**src/rtl/clk_mon_pkg.sv**
```systemverilog
// Shared types and default sizing for the clock monitor.
package clk_mon_pkg;

    localparam int NCH_DEFAULT  = 4;
    localparam int CW_DEFAULT   = 16;
    localparam int SYNC_DEFAULT = 2;

    // Measurement sequencer states.
    typedef enum logic [1:0] {
        ST_IDLE,
        ST_ARM,
        ST_MEAS,
        ST_FIN
    } state_e;

    // Per-channel edge tracker states.
    typedef enum logic [1:0] {
        TRK_WAIT1,
        TRK_WAIT2,
        TRK_GOT
    } trk_e;

endpackage

```
**src/rtl/clk_mon_ch.sv**
```systemverilog
// One monitored channel: synchronizer, rising-edge detector, first/second
// edge tracker and the result registers that are published at FIN.
module clk_mon_ch
    import clk_mon_pkg::*;
#(
    parameter int CW   = CW_DEFAULT,
    parameter int SYNC = SYNC_DEFAULT
) (
    input  logic          mclk_i,
    input  logic          rst_n_i,
    input  logic          sig_i,
    input  logic          clr_i,
    input  logic          en_i,
    input  logic          fin_i,
    input  logic [CW-1:0] t_i,
    output logic          edge_o,
    output logic          got_o,
    output logic [CW-1:0] per_lat_o,
    output logic [CW-1:0] period_o,
    output logic [CW-1:0] phase_o,
    output logic          timeout_o
);

    logic [SYNC-1:0] sync_q;
    logic            prev_q;
    logic            edge_w;

    trk_e            trk_q, trk_d;
    logic [CW-1:0]   ph_q, ph_d;
    logic [CW-1:0]   per_q, per_d;

    // Bring the asynchronous clock into mclk and keep the previous sample.
    always_ff @(posedge mclk_i or negedge rst_n_i) begin
        if (!rst_n_i) begin
            sync_q <= '0;
            prev_q <= 1'b0;
        end else begin
            sync_q <= {sync_q[SYNC-2:0], sig_i};
            prev_q <= sync_q[SYNC-1];
        end
    end

    assign edge_w = sync_q[SYNC-1] & ~prev_q;
    assign edge_o = edge_w;

    // Tracker next state: first edge latches phase, second edge latches period.
    always_comb begin
        trk_d = trk_q;
        ph_d  = ph_q;
        per_d = per_q;
        if (clr_i) begin
            trk_d = TRK_WAIT1;
            ph_d  = '0;
            per_d = '0;
        end else if (en_i && edge_w) begin
            case (trk_q)
                TRK_WAIT1: begin
                    ph_d  = t_i;
                    trk_d = TRK_WAIT2;
                end
                TRK_WAIT2: begin
                    // t only grows during a measurement, so this never underflows.
                    per_d = t_i - ph_q;
                    trk_d = TRK_GOT;
                end
                default: ;
            endcase
        end
    end

    // Tracker state register.
    always_ff @(posedge mclk_i or negedge rst_n_i) begin
        if (!rst_n_i) begin
            trk_q <= TRK_WAIT1;
            ph_q  <= '0;
            per_q <= '0;
        end else begin
            trk_q <= trk_d;
            ph_q  <= ph_d;
            per_q <= per_d;
        end
    end

    assign got_o     = (trk_q == TRK_GOT);
    assign per_lat_o = per_q;

    // Publish results only at FIN; an incomplete channel reports zeros and timeout.
    always_ff @(posedge mclk_i or negedge rst_n_i) begin
        if (!rst_n_i) begin
            period_o  <= '0;
            phase_o   <= '0;
            timeout_o <= 1'b0;
        end else if (fin_i) begin
            period_o  <= got_o ? per_q : '0;
            phase_o   <= got_o ? ph_q  : '0;
            timeout_o <= ~got_o;
        end
    end

endmodule

```
**src/rtl/clk_mon.sv**
```systemverilog
// Multi-channel clock monitor: measures period of every channel and phase
// relative to channel 0, in mclk cycles, on request.
module clk_mon
    import clk_mon_pkg::*;
#(
    parameter int NCH  = NCH_DEFAULT,
    parameter int CW   = CW_DEFAULT,
    parameter int SYNC = SYNC_DEFAULT
) (
    input  logic              mclk,
    input  logic              rst_n,
    input  logic              start,
    input  logic [NCH-1:0]    sig_in,
    output logic              busy,
    output logic              done,
    output logic [NCH*CW-1:0] period,
    output logic [NCH*CW-1:0] phase,
    output logic [NCH-1:0]    mismatch,
    output logic [NCH-1:0]    timeout
);

    localparam logic [CW-1:0] T_MAX = '1;
    localparam logic [CW-1:0] T_ONE = {{(CW-1){1'b0}}, 1'b1};

    state_e          state_q, state_d;
    logic [CW-1:0]   t_q, t_d;
    logic [CW-1:0]   t_trk_w;
    logic            clr_w, trk_en_w, fin_w;
    logic            done_q;
    logic [NCH-1:0]  mismatch_q, mismatch_d;

    logic [NCH-1:0]  edge_w;
    logic [NCH-1:0]  got_w;
    logic [CW-1:0]   per_lat_w [NCH];
    logic            all_got_w;

    // Only channel 0's edge steers the sequencer; the others are tracked locally.
    logic            edge_unused;
    assign edge_unused = ^edge_w[NCH-1:1];

    for (genvar gi = 0; gi < NCH; gi++) begin : g_ch
        clk_mon_ch #(
            .CW   (CW),
            .SYNC (SYNC)
        ) u_ch (
            .mclk_i    (mclk),
            .rst_n_i   (rst_n),
            .sig_i     (sig_in[gi]),
            .clr_i     (clr_w),
            .en_i      (trk_en_w),
            .fin_i     (fin_w),
            .t_i       (t_trk_w),
            .edge_o    (edge_w[gi]),
            .got_o     (got_w[gi]),
            .per_lat_o (per_lat_w[gi]),
            .period_o  (period[gi*CW +: CW]),
            .phase_o   (phase[gi*CW +: CW]),
            .timeout_o (timeout[gi])
        );
    end

    assign all_got_w = &got_w;

    // Sequencer next state, timebase and tracker controls.
    always_comb begin
        state_d  = state_q;
        t_d      = t_q;
        t_trk_w  = t_q;
        clr_w    = 1'b0;
        trk_en_w = 1'b0;
        fin_w    = 1'b0;
        case (state_q)
            ST_IDLE: begin
                if (start) begin
                    state_d = ST_ARM;
                    t_d     = '0;
                    clr_w   = 1'b1;
                end
            end
            ST_ARM: begin
                if (edge_w[0]) begin
                    // This cycle is t=0 for every tracker, channel 0 included.
                    trk_en_w = 1'b1;
                    t_trk_w  = '0;
                    t_d      = T_ONE;
                    state_d  = ST_MEAS;
                end else if (t_q == T_MAX) begin
                    state_d = ST_FIN;
                end else begin
                    t_d = t_q + T_ONE;
                end
            end
            ST_MEAS: begin
                trk_en_w = 1'b1;
                if (all_got_w || (t_q == T_MAX)) begin
                    state_d = ST_FIN;
                end else begin
                    t_d = t_q + T_ONE;
                end
            end
            ST_FIN: begin
                fin_w   = 1'b1;
                state_d = ST_IDLE;
            end
            default: state_d = ST_IDLE;
        endcase
    end

    // Period comparison against channel 0; incomplete channels never flag.
    always_comb begin
        mismatch_d = '0;
        for (int i = 1; i < NCH; i++) begin
            mismatch_d[i] = got_w[i] && (per_lat_w[i] != per_lat_w[0]);
        end
    end

    // Sequencer registers, done pulse and published mismatch flags.
    always_ff @(posedge mclk or negedge rst_n) begin
        if (!rst_n) begin
            state_q    <= ST_IDLE;
            t_q        <= '0;
            done_q     <= 1'b0;
            mismatch_q <= '0;
        end else begin
            state_q <= state_d;
            t_q     <= t_d;
            done_q  <= fin_w;
            if (fin_w) begin
                mismatch_q <= mismatch_d;
            end
        end
    end

    assign busy     = (state_q != ST_IDLE);
    assign done     = done_q;
    assign mismatch = mismatch_q;

endmodule

```
**config.mk**
```make
export PLATFORM = sky130hd
export DESIGN_NAME = clk_mon
export DESIGN_NICKNAME = d
export VERILOG_FILES = /design/src/rtl/clk_mon_pkg.sv /design/src/rtl/clk_mon_ch.sv /design/src/rtl/clk_mon.sv
export SDC_FILE = /design/constraint.sdc
export NUM_CORES = 1
export LEC_CHECK = 0
export CAP_MARGIN = 20
export CORE_MARGIN = 3
export CORE_UTILIZATION = 55
export CTS_CLUSTER_DIAMETER = 60
export CTS_CLUSTER_SIZE = 24
export DETAILED_ROUTE_END_ITERATION = 10
export PLACE_DENSITY_LB_ADDON = 0.2
export SYNTH_ARGS = -nofsm -noshare
export SYNTH_HDL_FRONTEND = slang
export SYNTH_SLANG_ARGS = --single-unit
```
**constraint.sdc**
```tcl
create_clock -name mclk -period 3.2 [get_ports mclk]
set_input_delay 0.64 -clock mclk [delete_from_list [all_inputs] [get_ports mclk]]
set_output_delay 0.64 -clock mclk [all_outputs]
set_load 0.02 [all_outputs]
```
==> results of run 1 <==
cells by family after synthesis:
family | Yosys count
flops | 302
fa+ha+maj | 75
compound gates | 438
buf+inv | 276
simple gates | 514
other cells | 1
mux | 2
xor+xnor | 97
final timing paths:
check	cells after the start	to	slack (ps)
max	13	g_ch[3].u_ch.per_lat_o[9]	110
min	1	g_ch[2].u_ch.period_o[10]	50
max reg2reg	13	g_ch[3].u_ch.per_lat_o[9]	110
min reg2reg	0	g_ch[3].u_ch.sync_q[1]	360
max in group asynchronous	2	g_ch[2].u_ch.per_lat_o[9]	2390
min in group mclk	0	g_ch[3].u_ch.sync_q[1]	360
metal layers:
| layer | global-route usage | up-vias | wire length, um |
|---|---|---|---|
| met2 | 0.4466 | 472 | 19460 |
| met1 | 0.4445 | 6081 | 20230 |
| met4 | 0.07773 | 0 | 1184 |
| li1 | - | 5932 | - |
| met3 | 0.03030 | 70 | 2829 |
| met5 | 0 | - | 0 |
layout make-up:
cell class / instances / area share
sequential: 302 / 0.4109
multi-input combinational: 1127 / 0.3704
timing repair buffer: 186 / 0.09879
inverter: 207 / 0.04225
clock buffer: 31 / 0.03810
tap: 372 / 0.02531
clock inverter: 17 / 0.01422
per-stage QoR:
step	TNS [ps]	utilization	worst slack (ps)
after detailed placement	0	0.6370	6.246
after floorplan	0	-	286.5
after CTS	0	0.6729	17.01
after global placement	0	0.6370	59.33
after global routing	-37.73	0.6786	-20.90
final	0	0.6786	106.2
timing repair:
item	CTS	global route
setup endpoints to repair	3	29
gates resized for setup	3	30
pin swaps	0	2
buffers inserted	0	0
endpoints found under the hold margin	0	0
where the power goes:
part	internal, mW	switching, mW
clock	1.72	1.72
sequential	4.23	0.587
combinational	1.98	3.00
synthesized netlist by cell type (3+ instances only):
library cell,instances,area share
o41ai_1,8,0.0046
xnor2_1,27,0.015
a32o_1,3,0.0020
nand2_1,309,0.076
and3_1,7,0.0029
o21ai_0,265,0.087
a21boi_0,3,0.0015
inv_1,207,0.051
nand3_1,10,0.0033
a21o_1,9,0.0044
a21oi_1,50,0.016
nor4_1,13,0.0053
nand4_1,11,0.0045
o21a_1,8,0.0039
clkbuf_1,60,0.015
nor3_1,8,0.0026
and2_1,23,0.0094
nand2b_1,13,0.0053
o31a_1,4,0.0023
buf_4,5,0.0025
nor2b_1,18,0.0074
fa_1,4,0.0052
nor2_1,75,0.018
o21ai_1,22,0.0072
a31oi_1,10,0.0041
xor2_1,70,0.040
dfrtp_1,302,0.50
ha_1,71,0.058
a211oi_1,8,0.0039
nor3b_1,5,0.0025
o31ai_1,23,0.011
or3_1,3,0.0012
and4_1,3,0.0017
registers in the layout, indices dropped and copies added (netlist names), 2 cells and up:
register and count:
g_ch.u_ch.per_lat_o 64, g_ch.u_ch.period_o 64, g_ch.u_ch.ph_q 64, g_ch.u_ch.phase_o 64, g_ch.u_ch.prev_q 4, g_ch.u_ch.sync_q 8, g_ch.u_ch.timeout_o 4, g_ch.u_ch.trk_q 8
mismatch 3, state_q 2, t_q 16
critical path, stage by stage, from the launching register on:
cell and delay, ps:
dfrtp_1 410, inv_2 100, ha_4 150, nand3b_4 140, buf_4 200, and2_2 260, ha_1 340, o21a_1 180
o31a_1 140, o31a_1 280, o21ai_2 130, a21oi_1 90, or3_1 310, a32o_1 250
==> impl_metrics.tcl, run 1 <==
set metrics [dict create \
    start_kind "flop" \
    r2r_start "state_q[1]" \
    dp.cells 2193 \
    syn_area_um2 15260 \
    pin_count 145 \
    final_common_cell "nand2_1" \
    yosysSeqAreaShare 0.4951 \
    grt_pass1_vias 12142 \
    ys_ff_latch 302 \
    rsz0062_at_grt "true" \
    hold_class "in -> async" \
    initial_core_util 0.5633 \
    wl_per_cell_um 19.50 \
    grt.total_usage 0.2907 \
    synth.yosys.warnings 0 \
    drc_errors 0 \
    diodes 0 \
    fmax_mhz 323.2 \
    synth_edf_count 0 \
    totalWireLength_um 43710 \
    fillers 2182 \
    grt_pass1_wl_um 69380 \
    numCtsBuffers 26 \
    avgSynthCellArea_um2 8.953 \
    regArea_um2 7557 \
    clkSlewWorstSetupHoldPaths_ps 90 \
    peakVddDrop_mv 0.4325 \
    vias_per_cell 5.600 \
    maxCapViolCount 0 \
    synth-xor-area-share 0.05566 \
    grt_max_degree 70 \
    holdWs_ps 46.36 \
    clock_skew_ps 20.96 \
    status "finished, final reports clean" \
    power.density_nw_per_um2 719.9 \
    rows 60 \
    cts-root-buf "clkbuf_16" \
    synth_fp_nets 1787 \
    worst_pin_slew_ps 837.5 \
    yosys_most_used_dff "dfrtp_1" \
    die_width_um 172.6 \
    synth_compound_area_frac 0.1641 \
    async_flop_share 1.000 \
    dpl.hpwl_um 32790 \
    cts_tree "yes" \
    crit_type "reg -> reg" \
    placed_cell_area_um2 17260 \
    drv_slew 0 \
    drtPass1Iterations 5 \
    period_share 0.9668 \
    core_um2 27100 \
    areaGrowthSynthToFinish_pct 20.48 \
    antenna_found_initial 0 \
    clockBufferDepth 3 \
    dieArea_um2 29790 \
    period_needed_ps 3094 \
    antenna_left 0 \
    fin_nets 1932 \
    layout_common_cells "308 x nand2_1, 302 x dfrtp_1, 263 x o21ai_0" \
    crit_required_ps 3640 \
    yosys.area_share.simple 0.1502 \
    die_y_um 172.6 \
    htreeDepth 1 \
    final_cell_count_no_fill 2242 \
    end_kind "flop" \
    clock_latency_ps 550 \
    worst-path-max-fanout 10 \
    cp_data_arrival_time_ps 3540 \
    cts_sinks 302 \
    grt_overflow 0 \
    finalPower_mw 13.24 \
    stdcell_area_um2 18390 \
    routabilityCongestion 0.9593 \
    drive_above_1_share 0.07487 \
    ctsHoldBuffers 0 \
    final-hold-violation-count 0 \
    setup_viol 0 \
    multi_input_area_um2 6812 \
    synthCells 1705 \
    synthAdderAreaFrac 0.06344 \
    first_iter_violations 1340 \
    slew_headroom 0.4417 \
    ys_types 67 \
    vias 12555 \
    io_buffers 143 \
    synth_top_family_by_area "compound AO/OA/AOI/OAI gates" \
    leakagePower_nw 8.155 \
    crit_path_start "state_q[1]" \
    synth_mux_area_frac 0.001475 \
]
Note: power is estimated with default switching activity, not from simulation.
==> inputs of run 2 (changes only) <==
Settings changed: SKIP_CTS_REPAIR_TIMING from default to 1.
==> run 2 against run 1 <==
  * Sequential power about the same
  * Cell count unchanged
  * Global-route usage unchanged
  * Die area unchanged
  * Non-clock buffer count unchanged
  * Clock skew about the same
  * Critical path depth unchanged
  * Sequential cell count unchanged
  * Largest cell class unchanged
  * Cell area unchanged
  * Count of clock-buffer cells in the layout unchanged
  * Register-to-register slack about the same
==> impl_metrics.tcl, run 2 (same netlist as run 1, synthesis figures left out) <==
set metrics [dict create \
    status "finished, final reports clean" \
    p_clk_frac 0.260 \
    worst_pin_slew_ps 844.8 \
    p_switching_mw 5.313 \
    clockBufferDepth 3 \
    fin_nets 1932 \
    dp.cells 2193 \
    worst-path-max-fanout 10 \
    diodes 0 \
    first_iter_violations 1344 \
    die_width_um 172.6 \
    fmax_mhz 323.2 \
    dieArea_um2 29790 \
    crit_type "reg -> reg" \
    layout_common_cells "308 x nand2_1, 302 x dfrtp_1, 262 x o21ai_0" \
    maxCapViolCount 0 \
    wl_per_cell_um 19.49 \
    final_common_cell "nand2_1" \
    r2r_start "state_q[1]" \
    pin_count 145 \
    power_frac_comb 0.376 \
    timing.reg2reg.setup_slack_ps 110 \
    core_um2 27100 \
    hold_class "in -> async" \
    period_needed_ps 3094 \
    cts_tree "yes" \
    cts-root-buf "clkbuf_16" \
    final_cell_count_no_fill 2242 \
    totalWireLength_um 43700 \
    numCtsBuffers 26 \
    start_kind "flop" \
    drtPass1Iterations 6 \
    crit_required_ps 3640 \
    end_kind "flop" \
    dpl.hpwl_um 32790 \
    vias_per_cell 5.590 \
    areaGrowthSynthToFinish_pct 20.48 \
    antenna_found_initial 0 \
    rows 60 \
    grt_pass1_wl_um 69390 \
    layout_setup_ws_ps 105.9 \
    grt_pass1_vias 12145 \
    leakagePower_nw 8.155 \
    routabilityCongestion 0.9593 \
    antenna_left 0 \
    clock_latency_ps 550 \
    p_seq_frac 0.364 \
    initial_core_util 0.5633 \
    cts_sinks 302 \
    r2r-end "g_ch[3].u_ch.per_lat_o[9]" \
    slew_headroom 0.4368 \
    clkSlewWorstSetupHoldPaths_ps 90 \
    htreeDepth 1 \
    p_int_mw 7.931 \
    drv_slew 0 \
    final-hold-violation-count 0 \
    power.density_nw_per_um2 720.2 \
    setup_viol 0 \
    worstRegToRegCells 13 \
    io_buffers 143 \
    dpl_worst_slack_ps 6.246 \
    rsz0062_at_grt "true" \
    grt.total_usage 0.2907 \
    peakVddDrop_mv 0.4325 \
    switching_share 0.4011 \
    drive_above_1_share 0.07487 \
    die_y_um 172.6 \
    grt_max_degree 70 \
    drc_errors 0 \
    grt_overflow 0 \
    vias 12533 \
    cp_data_arrival_time_ps 3540 \
    period_share 0.9669 \
    clock_skew_ps 20.75 \
]
==> run 2: cell types whose count changed in the layout (fill, tap and decap cells not counted) <==
cell / before / now
o21ai_0: 263 / 262
o21ai_1: 22 / 23
==> run 2: cell type report <==
cell class                      count  area [um^2]
Multi-Input combinational cell   1127         6812
Inverter                          207        777.0
Clock inverter                     17        261.5
Tap cell                          372        465.4
Sequential cell                   302         7557
Timing Repair Buffer              186         1817
Clock buffer                       31        700.7
Fill cell                        2182         8711
==> run 2: worst max-delay path by stage <==
stage,startpoint,end,slack (ps)
2_1_floorplan,state_q[1],g_ch[3].u_ch.per_lat_o[9],290
3_3_place_gp,state_q[1],g_ch[2].u_ch.per_lat_o[12],60
3_5_place_dp,state_q[1],g_ch[2].u_ch.per_lat_o[12],6
4_1_cts,state_q[1],g_ch[3].u_ch.per_lat_o[13],-60
5_1_grt,state_q[1],g_ch[3].u_ch.per_lat_o[9],-20
6_report,state_q[1],g_ch[3].u_ch.per_lat_o[9],110
==> run 2: power by group through the flow <==
stage | registers (mW) | clock network, mW | logic [mW]
final | 4.82 | 3.44 | 4.98
after detailed placement | 4.88 | 0 | 4.77
after floorplan | 4.74 | 0 | 3.25
after global routing | 4.87 | 3.66 | 5.48
after CTS | 4.81 | 3.48 | 4.79
after global placement | 4.87 | 0 | 4.69
==> run 2: metal layers <==
metal  share of wire  GRT usage  wire [um]
met5               0          0          0
met4           0.027    0.07773       1182
met3           0.065    0.03030       2824
met2            0.45     0.4466      19460
met1            0.46     0.4445      20240
==> run 2: per-stage QoR <==
step / instance area, um^2 / power (mW) / utilization / TNS, ps / hold slack [ps]
2_1_floorplan: 15260 / 7.982 / - / 0 / 331.2
3_3_place_gp: 17260 / 9.557 / 0.6370 / 0 / 333.0
3_5_place_dp: 17260 / 9.647 / 0.6370 / 0 / 336.4
4_1_cts: 18230 / 13.08 / 0.6725 / -100.7 / 55.90
5_1_grt: 18390 / 14.00 / 0.6786 / -37.73 / 75.26
6_report: 18390 / 13.24 / 0.6786 / 0 / 46.42
==> run 2: critical path, stage by stage, from the launching register on <==
cell	delay, ps
dfrtp_1	410
inv_2	100
ha_4	150
nand3b_4	140
buf_4	200
and2_2	260
ha_1	340
o21a_1	180
o31a_1	140
o31a_1	280
o21ai_2	130
a21oi_1	90
or3_1	310
a32o_1	250
